### config.mk
export PLATFORM = sky130hd
export DESIGN_NAME = lego_sa_ctrl
export DESIGN_NICKNAME = d
export VERILOG_FILES = /design/src/rtl/lego_sa_ctrl.sv
export SDC_FILE = /design/constraint.sdc
export NUM_CORES = 1
export LEC_CHECK = 0
export ABC_AREA = 0
export CORE_UTILIZATION = 56
export CTS_CLUSTER_DIAMETER = 40
export DETAILED_ROUTE_END_ITERATION = 6
export PLACE_DENSITY = 0.95
export SLEW_MARGIN = 40
export SYNTH_ARGS = -nofsm -noshare
export SYNTH_HDL_FRONTEND = slang
export SYNTH_SLANG_ARGS = --single-unit
### constraint.sdc
create_clock -name clk -period 3.49 [get_ports clk]
set_input_delay 0.349 -clock clk [delete_from_list [all_inputs] [get_ports clk]]
set_output_delay 0.349 -clock clk [all_outputs]
set_load 0.01 [all_outputs]
### src/rtl/lego_sa_ctrl.sv
// Tile sequencer for the Lego systolic array: weight load, activation streaming
// and output drain for one tile command at a time, with a drain watchdog.
module lego_sa_ctrl #(
  parameter int ARRAY_DIM = 32,
  parameter int LEN_W     = 10,
  parameter int TIMEOUT   = 1023
) (
  input  logic                         clk,
  input  logic                         rst,
  input  logic                         cmd_valid,
  output logic                         cmd_ready,
  input  logic [1:0]                   cmd_mode,
  input  logic [LEN_W-1:0]             cmd_len,
  input  logic                         cmd_skip_w,
  output logic                         w_rd_en,
  output logic [$clog2(ARRAY_DIM)-1:0] w_rd_addr,
  output logic                         sa_load_w,
  output logic                         act_rd_en,
  output logic [LEN_W-1:0]             act_rd_addr,
  output logic                         sa_valid_in,
  output logic [1:0]                   sa_type,
  input  logic                         sa_valid_out,
  output logic                         out_wr_en,
  output logic [LEN_W-1:0]             out_wr_addr,
  output logic                         busy,
  output logic                         done,
  output logic                         err_timeout
);

  localparam int AW = $clog2(ARRAY_DIM);
  localparam int DW = $clog2(TIMEOUT + 1);
  localparam logic [AW-1:0]    W_LAST  = AW'(ARRAY_DIM - 1);
  localparam logic [DW-1:0]    TO_LAST = DW'(TIMEOUT - 1);
  localparam logic [LEN_W-1:0] CNT_MAX = '1;

  typedef enum logic [2:0] {IDLE, WLOAD, STREAM, DRAIN, DONE} state_t;

  state_t           state_q, state_d;
  logic [AW-1:0]    w_cnt;
  logic [LEN_W-1:0] act_cnt;
  logic [LEN_W-1:0] out_cnt;
  logic [DW-1:0]    drain_cnt;
  logic [LEN_W-1:0] len_q;
  logic [1:0]       type_q;
  logic             err_q;
  logic             load_w_p1;
  logic             vld_p1;
  logic             accept;
  logic             timeout_hit;

  assign accept      = (state_q == IDLE) && cmd_valid;
  assign cmd_ready   = (state_q == IDLE);
  assign busy        = (state_q != IDLE);
  assign done        = (state_q == DONE);
  assign w_rd_en     = (state_q == WLOAD);
  assign w_rd_addr   = w_cnt;
  assign act_rd_en   = (state_q == STREAM);
  assign act_rd_addr = act_cnt;
  assign sa_load_w   = load_w_p1;
  assign sa_valid_in = vld_p1;
  assign sa_type     = type_q;
  assign out_wr_en   = sa_valid_out && ((state_q == STREAM) || (state_q == DRAIN));
  assign out_wr_addr = out_cnt;
  assign err_timeout = err_q;

  always_comb begin
    state_d     = state_q;
    timeout_hit = 1'b0;
    case (state_q)
      IDLE: begin
        if (cmd_valid) begin
          if (!cmd_skip_w)          state_d = WLOAD;
          else if (cmd_len != '0)   state_d = STREAM;
          else                      state_d = DONE;
        end
      end
      WLOAD: begin
        if (w_cnt == W_LAST) state_d = (len_q != '0) ? STREAM : DONE;
      end
      STREAM: begin
        if (act_cnt == len_q - LEN_W'(1)) state_d = DRAIN;
      end
      DRAIN: begin
        // Completion wins over the watchdog when both land in the same cycle.
        if (out_cnt == len_q) begin
          state_d = DONE;
        end else if (drain_cnt == TO_LAST) begin
          timeout_hit = 1'b1;
          state_d     = DONE;
        end
      end
      DONE:    state_d = IDLE;
      default: state_d = IDLE;
    endcase
  end

  always_ff @(posedge clk) begin
    if (rst) begin
      state_q   <= IDLE;
      w_cnt     <= '0;
      act_cnt   <= '0;
      out_cnt   <= '0;
      drain_cnt <= '0;
      len_q     <= '0;
      type_q    <= '0;
      err_q     <= 1'b0;
      load_w_p1 <= 1'b0;
      vld_p1    <= 1'b0;
    end else begin
      state_q <= state_d;
      // Stage p1: buffer read latency, strobes reach the array one cycle later
      load_w_p1 <= w_rd_en;
      vld_p1    <= act_rd_en;
      if (accept) begin
        type_q    <= cmd_mode;
        len_q     <= cmd_len;
        err_q     <= 1'b0;
        w_cnt     <= '0;
        act_cnt   <= '0;
        out_cnt   <= '0;
        drain_cnt <= '0;
      end else begin
        if (w_rd_en && (w_cnt != W_LAST))     w_cnt     <= w_cnt + AW'(1);
        if (act_rd_en && (act_cnt != CNT_MAX)) act_cnt  <= act_cnt + LEN_W'(1);
        if (out_wr_en && (out_cnt != CNT_MAX)) out_cnt  <= out_cnt + LEN_W'(1);
        if ((state_q == DRAIN) && !timeout_hit) drain_cnt <= drain_cnt + DW'(1);
        if (timeout_hit)                      err_q     <= 1'b1;
      end
    end
  end

endmodule
==> impl_metrics.env, run 1 <==
export IMPL_outcome="finished clean"
export IMPL_grt_max_degree=20
export IMPL_yosysTopAreaCellShare_pct=37.4
export IMPL_path_class="flop to flop"
export IMPL_area_delta_synth_final_pct=21.7
export IMPL_syn_inst=347
export IMPL_drive_above_1_share_pct=5.84
export IMPL_hpwl_mm=5.09
export IMPL_crit_path_frequent_cell="nand2_1"
export IMPL_cts_tree="yes"
export IMPL_finalMaxSlewViolations=0
export IMPL_ir_drop_mv=0.226
export IMPL_syn_area_um2=2840
export IMPL_antenna_found_initial=0
export IMPL_avgSynthCellArea_um2=8.18
export IMPL_numCtsBuffers=5
export IMPL_ios=53
export IMPL_num_vias=2672
export IMPL_synth_edf_count=0
export IMPL_die_h_um=73.2
export IMPL_cts_htree_levels=2
export IMPL_critPathCaptureType="flop"
export IMPL_total_power_mw=1.47
export IMPL_fin_util_pct=72.2
export IMPL_crit_buf_inv=1
export IMPL_core_um2=4790
export IMPL_cp_top_family="simple AND/OR/NAND/NOR gates"
export IMPL_overflow=0
export IMPL_drt_pass1_iterations=4
export IMPL_drc=0
export IMPL_grt_pass1_vias=2484
export IMPL_synth_yosys_seq_area_share_pct=37.4
export IMPL_grt_total_usage_pct=27.2
export IMPL_ys_async_sr_fraction_pct=0
export IMPL_drtIter0Drc=246
export IMPL_hold_buffers=0
export IMPL_synth_warnings=0
export IMPL_yosys_top_cells_area="dfxtp_1 (37%), xnor2_1 (9.6%), nand2_1 (6.5%)"
export IMPL_cp_cell_sequence="or3_1 > inv_1 > nand2_1 > nand2_1 > or4_1 > nand2_1"
export IMPL_die_x_um=73.2
export IMPL_cp_data_required_time_ns=3.75
export IMPL_maxSlewHeadroom_pct=50.1
export IMPL_wl_per_cell_um=15.0
export IMPL_period_share_pct=68.2
export IMPL_finalSetupTns_ns=0
export IMPL_synth_ff_type="dfxtp_1"
export IMPL_finalWirelength_mm=6.92
export IMPL_path_clk_slew_ns=0.10
export IMPL_critPathMaxFanout=19
export IMPL_whs_ns=0.469
export IMPL_ant_nets=0
export IMPL_hold_viol_final=0
export IMPL_grt_pass1_wl_mm=11.2
export IMPL_die_area_um2=5360
export IMPL_hp_class="flop to flop"
export IMPL_rsz0062_at_grt="false"
export IMPL_cts_setup_buffers=0
export IMPL_tightestPinTransition_ns=0.748
export IMPL_fillerInstances=334
export IMPL_cts_sinks=53
export IMPL_ctsRootBufferMaster="clkbuf_8"
export IMPL_start_util_pct=59.3
export IMPL_cp_arrival_ns=2.65
export IMPL_insertion_delay_ns=0.31
export IMPL_cp_slowest_cell="or4_1"
export IMPL_cts_buffer_depth=2
export IMPL_gp_congestion=0.834
export IMPL_n_antenna_cell=0
export IMPL_fin_skew_ns=0.00682
export IMPL_synth_cell_type_count=49
export IMPL_port_buffers=52
export IMPL_syn_num_nets=371
export IMPL_p_leak_nw=1.19
export IMPL_cts_resized=0
export IMPL_power_density_nw_per_um2=426
export IMPL_maxCapViolCount=0
export IMPL_yosysTopAreaCell="dfxtp_1"
export IMPL_nNetsFinal=417
export IMPL_cp_start_kind="flop"
export IMPL_ys_ff_latch=53
export IMPL_fmax_mhz=420
export IMPL_via_per_inst=5.80
export IMPL_setup_violations=0
export IMPL_max_stage_delay_ns=0.63
export IMPL_num_rows=25
export IMPL_fin_crit_ns=2.38
synthesized netlist by cell type (all sizes together) (7+ instances only):
cell,number
a21oi,28
clkbuf,8
dfxtp,53
ha,7
inv,13
nand2,49
nand3,11
nand4,12
nor2,38
nor3,11
o21ai,12
or3,10
xnor2,31
xor2,9
worst paths after layout:
path                                               from                   endpoint  slack [ns]  depth (start not counted)
worst max register to register  state_q[0]$_SDFFE_PP0P_  drain_cnt[6]$_SDFFE_PP0P_        1.11                          6
worst max-delay path            state_q[0]$_SDFFE_PP0P_  drain_cnt[6]$_SDFFE_PP0P_        1.11                          6
worst min register to register  sa_type[0]$_SDFFE_PP0P_    sa_type[0]$_SDFFE_PP0P_        0.47                          2
worst min-delay path            sa_type[0]$_SDFFE_PP0P_    sa_type[0]$_SDFFE_PP0P_        0.47                          2
area by class of cell:
cell class | instances | area (µm²) | share of cell area [%]
multi-input cells | 267 | 1650 | 47.7
inverters | 13 | 48.8 | 1.41
flip-flops and latches | 53 | 1060 | 30.7
clock buffers | 5 | 68.8 | 1.99
clock inverters | 3 | 17.5 | 0.507
well taps | 67 | 83.8 | 2.43
repair buffers | 53 | 528 | 15.3
flip-flops by register name, summed over array words and instances (netlist names):
name / count
out_wr_addr: 10
w_rd_addr: 5
act_rd_addr: 10
sa_valid_in: 1
state_q: 3
err_timeout: 1
drain_cnt: 10
sa_type: 2
len_q: 10
sa_load_w: 1
report_power, final:
part	total, mW	leakage, nW	internal [mW]	switching [mW]
registers	0.692	0.429	0.637	0.0551
logic	0.431	0.715	0.200	0.232
clock network	0.350	0.0439	0.139	0.211
total	1.47	1.19	0.976	0.498
cells by family (layout without fill, tap and decap cells):
| family | after synthesis | after routing | synth area share [%] |
|---|---|---|---|
| multiplexers | 4 | 4 | 1.41 |
| buffers and inverters | 27 | 74 | 4.58 |
| adder cells (fa/ha/maj) | 7 | 7 | 3.08 |
| flip-flops | 53 | 53 | 37.4 |
| AND/OR/NAND/NOR | 160 | 160 | 28.6 |
| AO/OA/AOI/OAI | 56 | 56 | 12.6 |
| XOR/XNOR | 40 | 40 | 12.3 |
placed cells by master (no fill, tap or decap), drive strengths merged, types with 3 or more instances in the layout:
| cell | netlist | layout |
|---|---|---|
| dfxtp | 53 | 53 |
| clkdlybuf4s50 | 0 | 52 |
| nand3 | 11 | 11 |
| and3 | 4 | 4 |
| nand2 | 49 | 49 |
| o21ai | 12 | 12 |
| inv | 13 | 13 |
| xnor2 | 31 | 31 |
| ha | 7 | 7 |
| xor2 | 9 | 9 |
| mux2i | 4 | 4 |
| clkbuf | 8 | 5 |
| nor4 | 4 | 4 |
| and2 | 3 | 3 |
| or3 | 10 | 10 |
| or4 | 5 | 5 |
| nor2 | 38 | 38 |
| nand4 | 12 | 12 |
| nor3 | 11 | 11 |
| o31ai | 3 | 3 |
| a21oi | 28 | 28 |
through the flow:
step                instances  instance area, µm²  worst slack (ns)
floorplan                 347                2840              1.61
global placement          453                3370              1.14
detailed placement        453                3370              1.07
CTS                       461                3460              1.14
global route              461                3460             0.926
finish                    461                3460              1.11
worst min-delay path, delay by kind of cell (launching register included):
family	cells	cell delay (ns)
AO/OA/AOI/OAI	1	0.05
flip-flops	1	0.32
AND/OR/NAND/NOR	1	0.05
routing by layer:
metal / track usage [%] / wire [µm] / vias up
met5: 0 / 0 / -
met4: 10.9 / 163 / 0
met3: 4.42 / 397 / 18
met2: 47.1 / 3460 / 105
met1: 33.5 / 2900 / 1252
li1: - / - / 1297
No activity file was read; power rests on OpenSTA's default activity.
==> inputs of run 2 (changes only) <==
--- a/config.mk
+++ b/config.mk
@@ -6,10 +6,10 @@
 export NUM_CORES = 1
 export LEC_CHECK = 0
 export ABC_AREA = 0
-export CORE_UTILIZATION = 56
+export CORE_UTILIZATION = 52
 export CTS_CLUSTER_DIAMETER = 40
 export DETAILED_ROUTE_END_ITERATION = 6
-export PLACE_DENSITY = 0.95
+export PLACE_DENSITY = 0.9
 export SLEW_MARGIN = 40
 export SYNTH_ARGS = -nofsm -noshare
 export SYNTH_HDL_FRONTEND = slang
==> constraint.sdc (replaced) <==
create_clock -name clk -period 2.35 [get_ports clk]
set_input_delay 0.235 -clock clk [delete_from_list [all_inputs] [get_ports clk]]
set_output_delay 0.235 -clock clk [all_outputs]
set_load 0.01 [all_outputs]
==> run 2 against run 1 <==
Clock skew is 0.00097 ns higher; setup slack worse by 0.89 ns; register-to-register slack worse by 0.87 ns; critical path depth is 3 lower; power is 54% higher; largest cell class unchanged.
==> impl_metrics.env, run 2 (synthesis results as in run 1) <==
export IMPL_cts_tree="yes"
export IMPL_num_rows=26
export IMPL_maxCapViolCount=0
export IMPL_grt_pass1_wl_mm=10.9
export IMPL_finalWirelength_mm=6.71
export IMPL_rsz0062_at_grt="false"
export IMPL_die_x_um=75.9
export IMPL_finalMaxSlewViolations=0
export IMPL_antenna_found_initial=0
export IMPL_cts_resized=0
export IMPL_drtIter0Drc=171
export IMPL_power_density_nw_per_um2=647
export IMPL_maxSlewHeadroom_pct=72.0
export IMPL_outcome="finished clean"
export IMPL_layout_common_cells="dfxtp_1 (53), clkdlybuf4s50_1 (52), nand2_1 (49)"
export IMPL_swShare_pct=31.1
export IMPL_gp_congestion=0.801
export IMPL_fin_area_um2=3510
export IMPL_ant_nets=0
export IMPL_hpwl_mm=4.96
export IMPL_p_leak_nw=1.22
export IMPL_hp_class="flop to flop"
export IMPL_combPwrFrac_pct=28.3
export IMPL_finalSetupTns_ns=0
export IMPL_hold_buffers=0
export IMPL_power_frac_seq_pct=45.3
export IMPL_cp_data_required_time_ns=2.12
export IMPL_path_clk_slew_ns=0.09
export IMPL_placed_cells=461
export IMPL_ctsRootBufferMaster="clkbuf_8"
export IMPL_cts_buffer_depth=2
export IMPL_nNetsFinal=422
export IMPL_layout_commonest_cell="dfxtp_1"
export IMPL_ir_drop_mv=0.340
export IMPL_die_h_um=75.9
export IMPL_whs_ns=0.468
export IMPL_critPathMaxFanout=9
export IMPL_pwr_share_clk_pct=26.4
export IMPL_p_sw_mw=0.709
export IMPL_fmax_mhz=469
export IMPL_start_util_pct=54.9
export IMPL_period_share_pct=90.7
export IMPL_via_per_inst=5.57
export IMPL_cts_sinks=53
export IMPL_tightestPinTransition_ns=0.420
export IMPL_area_delta_synth_final_pct=23.8
export IMPL_n_antenna_cell=0
export IMPL_drt_pass1_iterations=5
export IMPL_path_class="flop to output port"
export IMPL_fin_crit_ns=2.13
export IMPL_intPower_mw=1.57
export IMPL_port_buffers=52
export IMPL_drive_above_1_share_pct=6.78
export IMPL_grt_pass1_vias=2429
export IMPL_cp_arrival_ns=1.90
export IMPL_grt_total_usage_pct=25.0
export IMPL_stdcell_count=468
export IMPL_drc=0
export IMPL_overflow=0
export IMPL_hold_viol_final=0
export IMPL_numCtsBuffers=5
export IMPL_cp_start_kind="flop"
export IMPL_wl_per_cell_um=14.3
export IMPL_postPlaceCellArea_um2=3410
export IMPL_insertion_delay_ns=0.31
export IMPL_total_power_mw=2.28
export IMPL_critPathCaptureType="output port"
export IMPL_core_um2=5170
export IMPL_num_vias=2609
export IMPL_setup_violations=0
export IMPL_cts_htree_levels=2
export IMPL_die_area_um2=5760
export IMPL_ios=53
export IMPL_grt_max_degree=17
export IMPL_fin_skew_ns=0.00779
export IMPL_cts_setup_buffers=0
run 2: cell types whose count changed in the layout (fill, tap and decap cells not counted), sizes merged:
cell / delta
clkinv: -1
bufinv: +1
clkinvlp: -1
buf: +5
run 2: worst paths after layout:
| path | slack [ns] | from | endpoint | depth (start not counted) |
|---|---|---|---|---|
| setup / recovery | 0.22 | state_q[1]$_SDFFE_PP0P_ | act_rd_en | 3 |
| hold / removal | 0.47 | sa_type[1]$_SDFFE_PP0P_ | sa_type[1]$_SDFFE_PP0P_ | 2 |
| setup reg to reg | 0.24 | state_q[1]$_SDFFE_PP0P_ | act_rd_addr[9]$_SDFFE_PP0P_ | 5 |
| hold reg to reg | 0.47 | sa_type[1]$_SDFFE_PP0P_ | sa_type[1]$_SDFFE_PP0P_ | 2 |
run 2: critical path, cell delays in order, from the launching register on:
cell,delay [ns]
dfxtp_1,0.49
or3b_4,0.45
inv_1,0.11
clkdlybuf4s50_1,0.54
run 2: metal layers:
layer / up-vias / track usage (%) / part of all wire, %
li1: 1315 / - / -
met1: 1211 / 31.7 / 45
met2: 75 / 42.2 / 49
met3: 8 / 5.56 / 4.6
met4: 0 / 7.61 / 1.2
met5: - / 0 / 0
run 2: area by class of cell:
cell class / count / area, µm²
tap: 70 / 87.6
clock inverter: 2 / 35.0
clock buffer: 5 / 68.8
timing repair buffer: 58 / 566
fill: 407 / 1660
multi-input combinational: 267 / 1650
inverter: 13 / 48.8
sequential: 53 / 1060
run 2: power by group through the flow:
| stage | clock network [mW] | registers (mW) | logic (mW) |
|---|---|---|---|
| after floorplan | 0 | 1.01 | 0.478 |
| after global placement | 0 | 1.05 | 0.621 |
| after detailed placement | 0 | 1.05 | 0.637 |
| after CTS | 0.604 | 1.03 | 0.641 |
| after global routing | 0.643 | 1.04 | 0.715 |
| final | 0.600 | 1.03 | 0.644 |
run 2: through the flow:
| stage | setup slack [ns] | util (%) |
|---|---|---|
| floorplan | 0.466 | - |
| global placement | 0.343 | 65.9 |
| detailed placement | 0.255 | 65.9 |
| CTS | 0.226 | 67.9 |
| global route | 0.0851 | 67.9 |
| finish | 0.218 | 67.9 |
